<file path="config.mk">
export PLATFORM = sky130hd
export DESIGN_NAME = shared_bus_initiator_flat
export DESIGN_NICKNAME = d
export VERILOG_FILES = /design/src/rtl/shared_bus_initiator_if.sv /design/src/rtl/shared_bus_initiator.sv /design/src/flat_wrapper.sv
export SDC_FILE = /design/constraint.sdc
export NUM_CORES = 2
export LEC_CHECK = 0
export CAP_MARGIN = 5
export CELL_PAD_IN_SITES_DETAIL_PLACEMENT = 0
export CELL_PAD_IN_SITES_GLOBAL_PLACEMENT = 2
export CORE_AREA = 5 5 421 423
export DETAILED_ROUTE_END_ITERATION = 8
export DIE_AREA = 0 0 426 428
export PLACE_DENSITY = 0.7
export RECOVER_POWER = 100
export SYNTH_ARGS = -nofsm -noshare
export SYNTH_HDL_FRONTEND = slang
export SYNTH_SLANG_ARGS = --single-unit
</file>
<file path="constraint.sdc">
create_clock -name clock -period 47.7 [get_ports clock]
set_input_delay 7.155 -clock clock [delete_from_list [all_inputs] [get_ports clock]]
set_output_delay 7.155 -clock clock [all_outputs]
set_load 0.01 [all_outputs]
</file>
<file path="src/rtl/shared_bus_initiator_if.sv">
// shared_bus_initiator_if: controller request/completion handshake plus shared-bus and snoop signals.
interface shared_bus_initiator_if #(
    parameter int ADDR_W = 32,
    parameter int LINE_W = 512
);
    logic              req_valid;
    logic              req_ready;
    logic [7:0]        req_op;
    logic [ADDR_W-1:0] req_addr;
    logic [LINE_W-1:0] req_data;
    logic [LINE_W-1:0] sharedBus;
    logic [7:0]        sharedOperationBus;
    logic [1:0]        snoopBus;
    logic              done_valid;
    logic [1:0]        done_result;
    logic              done_error;

    modport master (
        input  req_valid, req_op, req_addr, req_data, snoopBus,
        output req_ready, sharedBus, sharedOperationBus, done_valid, done_result, done_error
    );

    modport slave (
        output req_valid, req_op, req_addr, req_data, snoopBus,
        input  req_ready, sharedBus, sharedOperationBus, done_valid, done_result, done_error
    );
endinterface

</file>
<file path="src/rtl/shared_bus_initiator.sv">
// shared_bus_initiator: issues one L2 transaction on the shared bus, retries on HITM, reports the snoop result.
// Defining SHARED_BUS_TRACE_EN prints a trace line on every completion.
module shared_bus_initiator #(
    parameter int ADDR_W        = 32,
    parameter int LINE_W        = 512,
    parameter int SNOOP_TIMEOUT = 15,
    parameter int MAX_RETRY     = 3
) (
    input logic clock,
    input logic reset,
    shared_bus_initiator_if.master bus
);
    localparam int RW = $clog2(MAX_RETRY + 1);
    localparam int WW = $clog2(SNOOP_TIMEOUT + 1);
    localparam logic [RW-1:0] RMAX = RW'(MAX_RETRY);
    localparam logic [WW-1:0] TMAX = WW'(SNOOP_TIMEOUT);

    typedef enum logic [2:0] {IDLE, ADDR, DATA, SNOOP, BACKOFF, DONE} state_t;

    state_t            state_q, state_d;
    logic [7:0]        op_q, op_d;
    logic [ADDR_W-1:0] addr_q, addr_d;
    logic [LINE_W-1:0] data_q, data_d;
    logic [RW-1:0]     retry_q, retry_d;
    logic [WW-1:0]     wait_q, wait_d, wait_inc;
    logic [1:0]        result_d;
    logic              err_d;
    logic              ready_q, dv_q, err_q;
    logic [1:0]        res_q;
    logic [7:0]        opbus_q;
    logic [LINE_W-1:0] bus_q;

    assign wait_inc = (wait_q == TMAX) ? wait_q : wait_q + 1'b1;

    always_comb begin
        state_d  = state_q;
        op_d     = op_q;
        addr_d   = addr_q;
        data_d   = data_q;
        retry_d  = retry_q;
        wait_d   = wait_q;
        result_d = 2'b10;
        err_d    = 1'b0;
        case (state_q)
            IDLE: if (bus.req_valid) begin
                op_d    = bus.req_op;
                addr_d  = bus.req_addr;
                data_d  = bus.req_data;
                retry_d = '0;
                wait_d  = '0;
                err_d   = !(bus.req_op inside {"R", "M", "I", "W"});
                state_d = err_d ? DONE : ADDR;
            end
            ADDR: begin
                state_d = (op_q == "W") ? DATA : SNOOP;
                wait_d  = '0;
            end
            DATA: state_d = DONE;
            SNOOP: case (bus.snoopBus)
                2'b00, 2'b10: begin
                    state_d  = DONE;
                    result_d = bus.snoopBus;
                end
                2'b01: if (retry_q < RMAX) begin
                    retry_d = retry_q + 1'b1;
                    state_d = BACKOFF;
                end else begin
                    state_d  = DONE;
                    result_d = 2'b01;
                    err_d    = 1'b1;
                end
                default: begin
                    wait_d = wait_inc;
                    if (wait_inc == TMAX) begin
                        state_d = DONE;
                        err_d   = 1'b1;
                    end
                end
            endcase
            // the owner signals the end of its writeback by going quiet
            BACKOFF: if (bus.snoopBus == 2'b11) begin
                state_d = ADDR;
                wait_d  = '0;
            end
            DONE: state_d = IDLE;
            default: state_d = IDLE;
        endcase
    end

    // outputs are registered from next-state so each phase is visible the cycle after its transition
    always_ff @(posedge clock or posedge reset) begin
        if (reset) begin
            state_q <= IDLE;
            op_q    <= '0;
            addr_q  <= '0;
            data_q  <= '0;
            retry_q <= '0;
            wait_q  <= '0;
            ready_q <= 1'b1;
            dv_q    <= 1'b0;
            res_q   <= 2'b10;
            err_q   <= 1'b0;
            opbus_q <= '0;
            bus_q   <= '0;
        end else begin
            state_q <= state_d;
            op_q    <= op_d;
            addr_q  <= addr_d;
            data_q  <= data_d;
            retry_q <= retry_d;
            wait_q  <= wait_d;
            ready_q <= state_d == IDLE;
            dv_q    <= state_d == DONE;
            err_q   <= (state_d == DONE) && err_d;
            if (state_d == DONE)
                res_q <= result_d;
            opbus_q <= (state_d == ADDR || state_d == DATA) ? op_d : 8'h00;
            bus_q   <= (state_d == ADDR) ? {{(LINE_W-ADDR_W){1'b0}}, addr_d} :
                       (state_d == DATA) ? data_d : '0;
        end
    end

    assign bus.req_ready          = ready_q;
    assign bus.done_valid         = dv_q;
    assign bus.done_result        = res_q;
    assign bus.done_error         = err_q;
    assign bus.sharedOperationBus = opbus_q;
    assign bus.sharedBus          = bus_q;

`ifdef SHARED_BUS_TRACE_EN
    always_ff @(posedge clock) begin
        if (dv_q)
            $display("[shared_bus] op=%c addr=%8h result=%b error=%b retries=%0d", op_q, addr_q, res_q, err_q, retry_q);
    end
`else
`endif
endmodule
</file>
<file path="src/flat_wrapper.sv">
// flat-port wrapper written by rule: the top's interface ports become plain ports
module shared_bus_initiator_flat 
#(
    parameter int ADDR_W        = 32,
    parameter int LINE_W        = 512,
    parameter int SNOOP_TIMEOUT = 15,
    parameter int MAX_RETRY     = 3
)
  (clock, reset, bus_req_valid, bus_req_op, bus_req_addr, bus_req_data, bus_snoopBus, bus_req_ready, bus_sharedBus, bus_sharedOperationBus, bus_done_valid, bus_done_result, bus_done_error);
  shared_bus_initiator_if #(.ADDR_W(ADDR_W), .LINE_W(LINE_W)) bus_i ();
  input logic clock;
  input logic reset;
  input wire logic [$bits(bus_i.req_valid)-1:0] bus_req_valid;
  input wire logic [$bits(bus_i.req_op)-1:0] bus_req_op;
  input wire logic [$bits(bus_i.req_addr)-1:0] bus_req_addr;
  input wire logic [$bits(bus_i.req_data)-1:0] bus_req_data;
  input wire logic [$bits(bus_i.snoopBus)-1:0] bus_snoopBus;
  output wire logic [$bits(bus_i.req_ready)-1:0] bus_req_ready;
  output wire logic [$bits(bus_i.sharedBus)-1:0] bus_sharedBus;
  output wire logic [$bits(bus_i.sharedOperationBus)-1:0] bus_sharedOperationBus;
  output wire logic [$bits(bus_i.done_valid)-1:0] bus_done_valid;
  output wire logic [$bits(bus_i.done_result)-1:0] bus_done_result;
  output wire logic [$bits(bus_i.done_error)-1:0] bus_done_error;
  assign bus_i.req_valid = bus_req_valid;
  assign bus_i.req_op = bus_req_op;
  assign bus_i.req_addr = bus_req_addr;
  assign bus_i.req_data = bus_req_data;
  assign bus_i.snoopBus = bus_snoopBus;
  assign bus_req_ready = bus_i.req_ready;
  assign bus_sharedBus = bus_i.sharedBus;
  assign bus_sharedOperationBus = bus_i.sharedOperationBus;
  assign bus_done_valid = bus_i.done_valid;
  assign bus_done_result = bus_i.done_result;
  assign bus_done_error = bus_i.done_error;
  shared_bus_initiator #(.ADDR_W(ADDR_W), .LINE_W(LINE_W), .SNOOP_TIMEOUT(SNOOP_TIMEOUT), .MAX_RETRY(MAX_RETRY)) u_core (.clock(clock), .reset(reset), .bus(bus_i));
endmodule
</file>
==> impl_metrics.env <==
export IMPL_status="finished, violations left"
export IMPL_violations="capacitance limit, slew limit"
export IMPL_cts_hold_fix_buffers=0
export IMPL_rsz0062_at_grt="false"
export IMPL_end_kind="asynchronous set/reset pin"
export IMPL_syn_area_mm2=0.0383
export IMPL_reg2reg_slack_ns=32.73
export IMPL_peakVddDrop_v=0.0000363
export IMPL_fmax_mhz=45.3
export IMPL_grtUsageTotal_pct=15.5
export IMPL_drv_cap=28
export IMPL_drtIter0Drc=1518
export IMPL_crit_slowest_cell="clkinvlp_2"
export IMPL_die_area_mm2=0.182
export IMPL_drt_wl_total_um=144000
export IMPL_die_w_um=426
export IMPL_tns_ns=0
export IMPL_synth_nets=4033
export IMPL_cts_inserted_buffers=133
export IMPL_start_util_pct=22.1
export IMPL_wl_per_cell_um=20.6
export IMPL_clock_sinks=1086
export IMPL_viasPerCell=4.06
export IMPL_syn_avg_cell_area_um2=11.0
export IMPL_cts_tree="done"
export IMPL_path_common_cell="clkbuf_1"
export IMPL_tightest_slew_ns=7.62
export IMPL_cts_htree_levels=4
export IMPL_crit_required_ns=47.64
export IMPL_r2r_end="u_core.bus.sharedBus[479]$_DFF_PP0_"
export IMPL_ys_types=48
export IMPL_holdCritStartpoint="u_core.data_q[85]$_DFF_PP0_"
export IMPL_grt_max_degree=184
export IMPL_power_frac_comb_pct=31.0
export IMPL_seq_power_share_pct=39.8
export IMPL_synth_async_sr_flop_share_pct=100
export IMPL_path_max_fanout=146
export IMPL_crit_chain="dlygate4sd3_1 > clkinvlp_2 > clkbuf_1 > clkbuf_1 > clkbuf_1 > clkbuf_1"
export IMPL_layoutNonFillerInstCount=6999
export IMPL_timing_final_crit_share_pct=46.2
export IMPL_synth_edf_count=0
export IMPL_total_leakage_power_nw=27.6
export IMPL_first_global_vias=29700
export IMPL_dp_cells=6725
export IMPL_synth_top_area_share_pct=70.9
export IMPL_cts_buffer_depth=3
export IMPL_relSlewSlack_pct=-408
export IMPL_io_pins=1082
export IMPL_cts_root_buffer_cell="clkbuf_16"
export IMPL_postCtsSetupRepairBufs=0
export IMPL_utilization_pct=31.9
export IMPL_ctsResizeCount=0
export IMPL_syn2layout_area_growth_pct=44.5
export IMPL_finalNetCount=5094
export IMPL_yosysTopAreaCell="dfrtp_1"
export IMPL_critical_path_top_delay_family="buffers and inverters"
export IMPL_finalCriticalPeriod_ns=22.06
export IMPL_hpwl_um=103000
export IMPL_drt_pass1_iterations=5
export IMPL_clk_latency_ns=0.79
export IMPL_antenna_found_initial=55
export IMPL_core_area_mm2=0.173
export IMPL_synth_seq_cells=1086
export IMPL_fill_cells=17900
export IMPL_clk_pin_slew_worst_paths_ns=0.06
export IMPL_ys_flop_type="dfrtp_1"
export IMPL_ant_nets=0
export IMPL_ys_seq_area_share_pct=71.0
export IMPL_hold_path_end="u_core.data_q[85]$_DFF_PP0_"
export IMPL_placementRows=153
export IMPL_setup_viol=0
export IMPL_finClkSkew_ns=0.0401
export IMPL_vias=28400
export IMPL_drv_slew=1826
export IMPL_drive_gt1_share_pct=5.28
export IMPL_holdPathStages=2
export IMPL_fin_ws_ns=25.64
export IMPL_critPathLaunchType="input port"
export IMPL_dpl_worst_slack_ns=34.96
export IMPL_p_sw_share_pct=34.2
export IMPL_syn_instance_count=3474
export IMPL_fp_dieH_um=428
export IMPL_ys_warnings_count=0
export IMPL_pwr_share_clk_pct=29.2
export IMPL_slowest_delay_ns=3.57
export IMPL_internal_power_mw=2.24
export IMPL_drc=0
export IMPL_io_buffers=1081
export IMPL_cp_num_buf_inv=6
export IMPL_critical_path_arrival_ns=21.99
export IMPL_pwr_density_cell_mw_per_mm2=61.6
export IMPL_power_mw=3.41
export IMPL_min_path_type="flip-flop to flip-flop"
export IMPL_synthTopCellsByArea="dfrtp_1 (71%), nand2_1 (15%), a21oi_1 (5.8%)"
export IMPL_grt_pass1_wl_um=208000
export IMPL_finalHoldViolCount=0
export IMPL_worst_r2r_cell_count=9
export IMPL_critPathKind="input port to asynchronous set/reset pin"
export IMPL_overflow=0
export IMPL_r2r_start="u_core.state_q[0]$_DFF_PP0_"
export IMPL_p_switching_mw=1.17
export IMPL_finalWeightedCongestion=0.823
==> power by group through the flow <==
stage	Clock (mW)	Combinational, mW	Sequential (mW)
after floorplan	0	0.578	1.43
after global placement	0	1.11	1.37
after detailed placement	0	1.12	1.38
after CTS	1.03	1.13	1.36
after global routing	1.06	1.17	1.39
final	0.993	1.06	1.36
==> logic make-up after synthesis <==
family | Yosys count | synth area share [%]
flip-flops | 1086 | 71.0
adder cells (fa/ha/maj) | 2 | 0.0654
buffers and inverters | 200 | 3.22
multiplexers | 66 | 1.94
XOR/XNOR | 1 | 0.0229
AO/OA/AOI/OAI | 518 | 7.44
AND/OR/NAND/NOR | 1601 | 16.3
==> worst reg2reg max path, delay by kind of cell, from the launching register on <==
kind                   cells  cell delay [ns]
AND/OR/NAND/NOR            3             3.36
flip-flops                 1             0.48
AO/OA/AOI/OAI              1             0.24
buffers and inverters      5            10.80
==> worst max path at each step <==
stage                        from                                   to  slack [ns]  depth (start not counted)
floorplan                   reset           u_core.addr_q[0]$_DFF_PP0_        9.97                          1
global placement    bus_req_valid  u_core.bus.sharedBus[463]$_DFF_PP0_       35.01                         10
detailed placement  bus_req_valid  u_core.bus.sharedBus[479]$_DFF_PP0_       34.96                         10
CTS                 bus_req_valid  u_core.bus.sharedBus[479]$_DFF_PP0_       35.85                         10
global route                reset  u_core.bus.sharedBus[274]$_DFF_PP0_       22.11                          6
finish                      reset  u_core.bus.sharedBus[274]$_DFF_PP0_       25.64                          6
==> registers in the layout (all words and copies together), names as in the netlist <==
register	count
u_core.wait_q	4
u_core.state_q	3
u_core.data_q	512
u_core.op_q	8
u_core.bus.sharedBus	512
u_core.bus.done_error	1
u_core.retry_q	2
u_core.bus.req_ready	1
u_core.bus.done_result	2
u_core.addr_q	32
u_core.bus.sharedOperationBus	8
u_core.bus.done_valid	1
==> cell usage after synthesis, types with 2 or more instances <==
library cell and instances:
a21boi_1 8, a21oi_1 447, a21oi_2 40, a41oi_1 2, and2_1 2, and3_1 4, buf_1 2, buf_12 4
buf_2 82, buf_6 42, clkbuf_1 61, dfrtp_1 1084, dfstp_2 2, ha_1 2, inv_1 9, mux2_2 64
mux2i_1 2, nand2_1 1504, nand3_1 36, nand4_1 33, nand4b_1 2, nor2_1 5, nor2b_1 5, nor3b_2 2
o21a_1 2, o21ai_0 3, o21ai_1 4
==> layer usage <==
| metal | part of all wire (%) | GRT usage [%] | vias to the layer above |
|---|---|---|---|
| met2 | 49 | 24.9 | 829 |
| met5 | 0.053 | 0 | - |
| met4 | 3.2 | 6.99 | 12 |
| met1 | 40 | 18.4 | 14000 |
| met3 | 7.8 | 5.67 | 227 |
| li1 | - | - | 13400 |
==> cell type report <==
cell class	instances	area (um2)	share of cell area [%]
clock inverters	36	430	0.779
inverters	9	35.0	0.0634
diodes	38	95.1	0.172
repair buffers	1117	11000	19.9
well taps	2325	2910	5.26
multi-input cells	2188	9730	17.6
flip-flops and latches	1086	27200	49.2
clock buffers	200	3880	7.02
==> layout by cell type, fill, tap and decap left out, types with 6 or more instances in the layout <==
cell,instances
a21boi_0,7
a21oi_1,480
a21oi_2,7
buf_4,9
clkbuf_1,64
clkbuf_16,135
clkbuf_8,26
clkdlybuf4s50_1,553
clkinv_2,13
dfrtp_1,1084
diode_2,38
dlygate4sd3_1,528
inv_1,8
inv_6,6
mux2_1,43
mux2_2,21
nand2_1,1504
nand3_1,37
nand4_1,33
==> metrics by stage <==
stage | instance area [um2] | hold slack, ns
2_1_floorplan | 38300 | 0.439
3_3_place_gp | 51100 | 0.451
3_5_place_dp | 51100 | 0.456
4_1_cts | 55400 | 0.469
5_1_grt | 55300 | 0.478
6_report | 55300 | 0.464
Power figures use the tool's default switching activity.
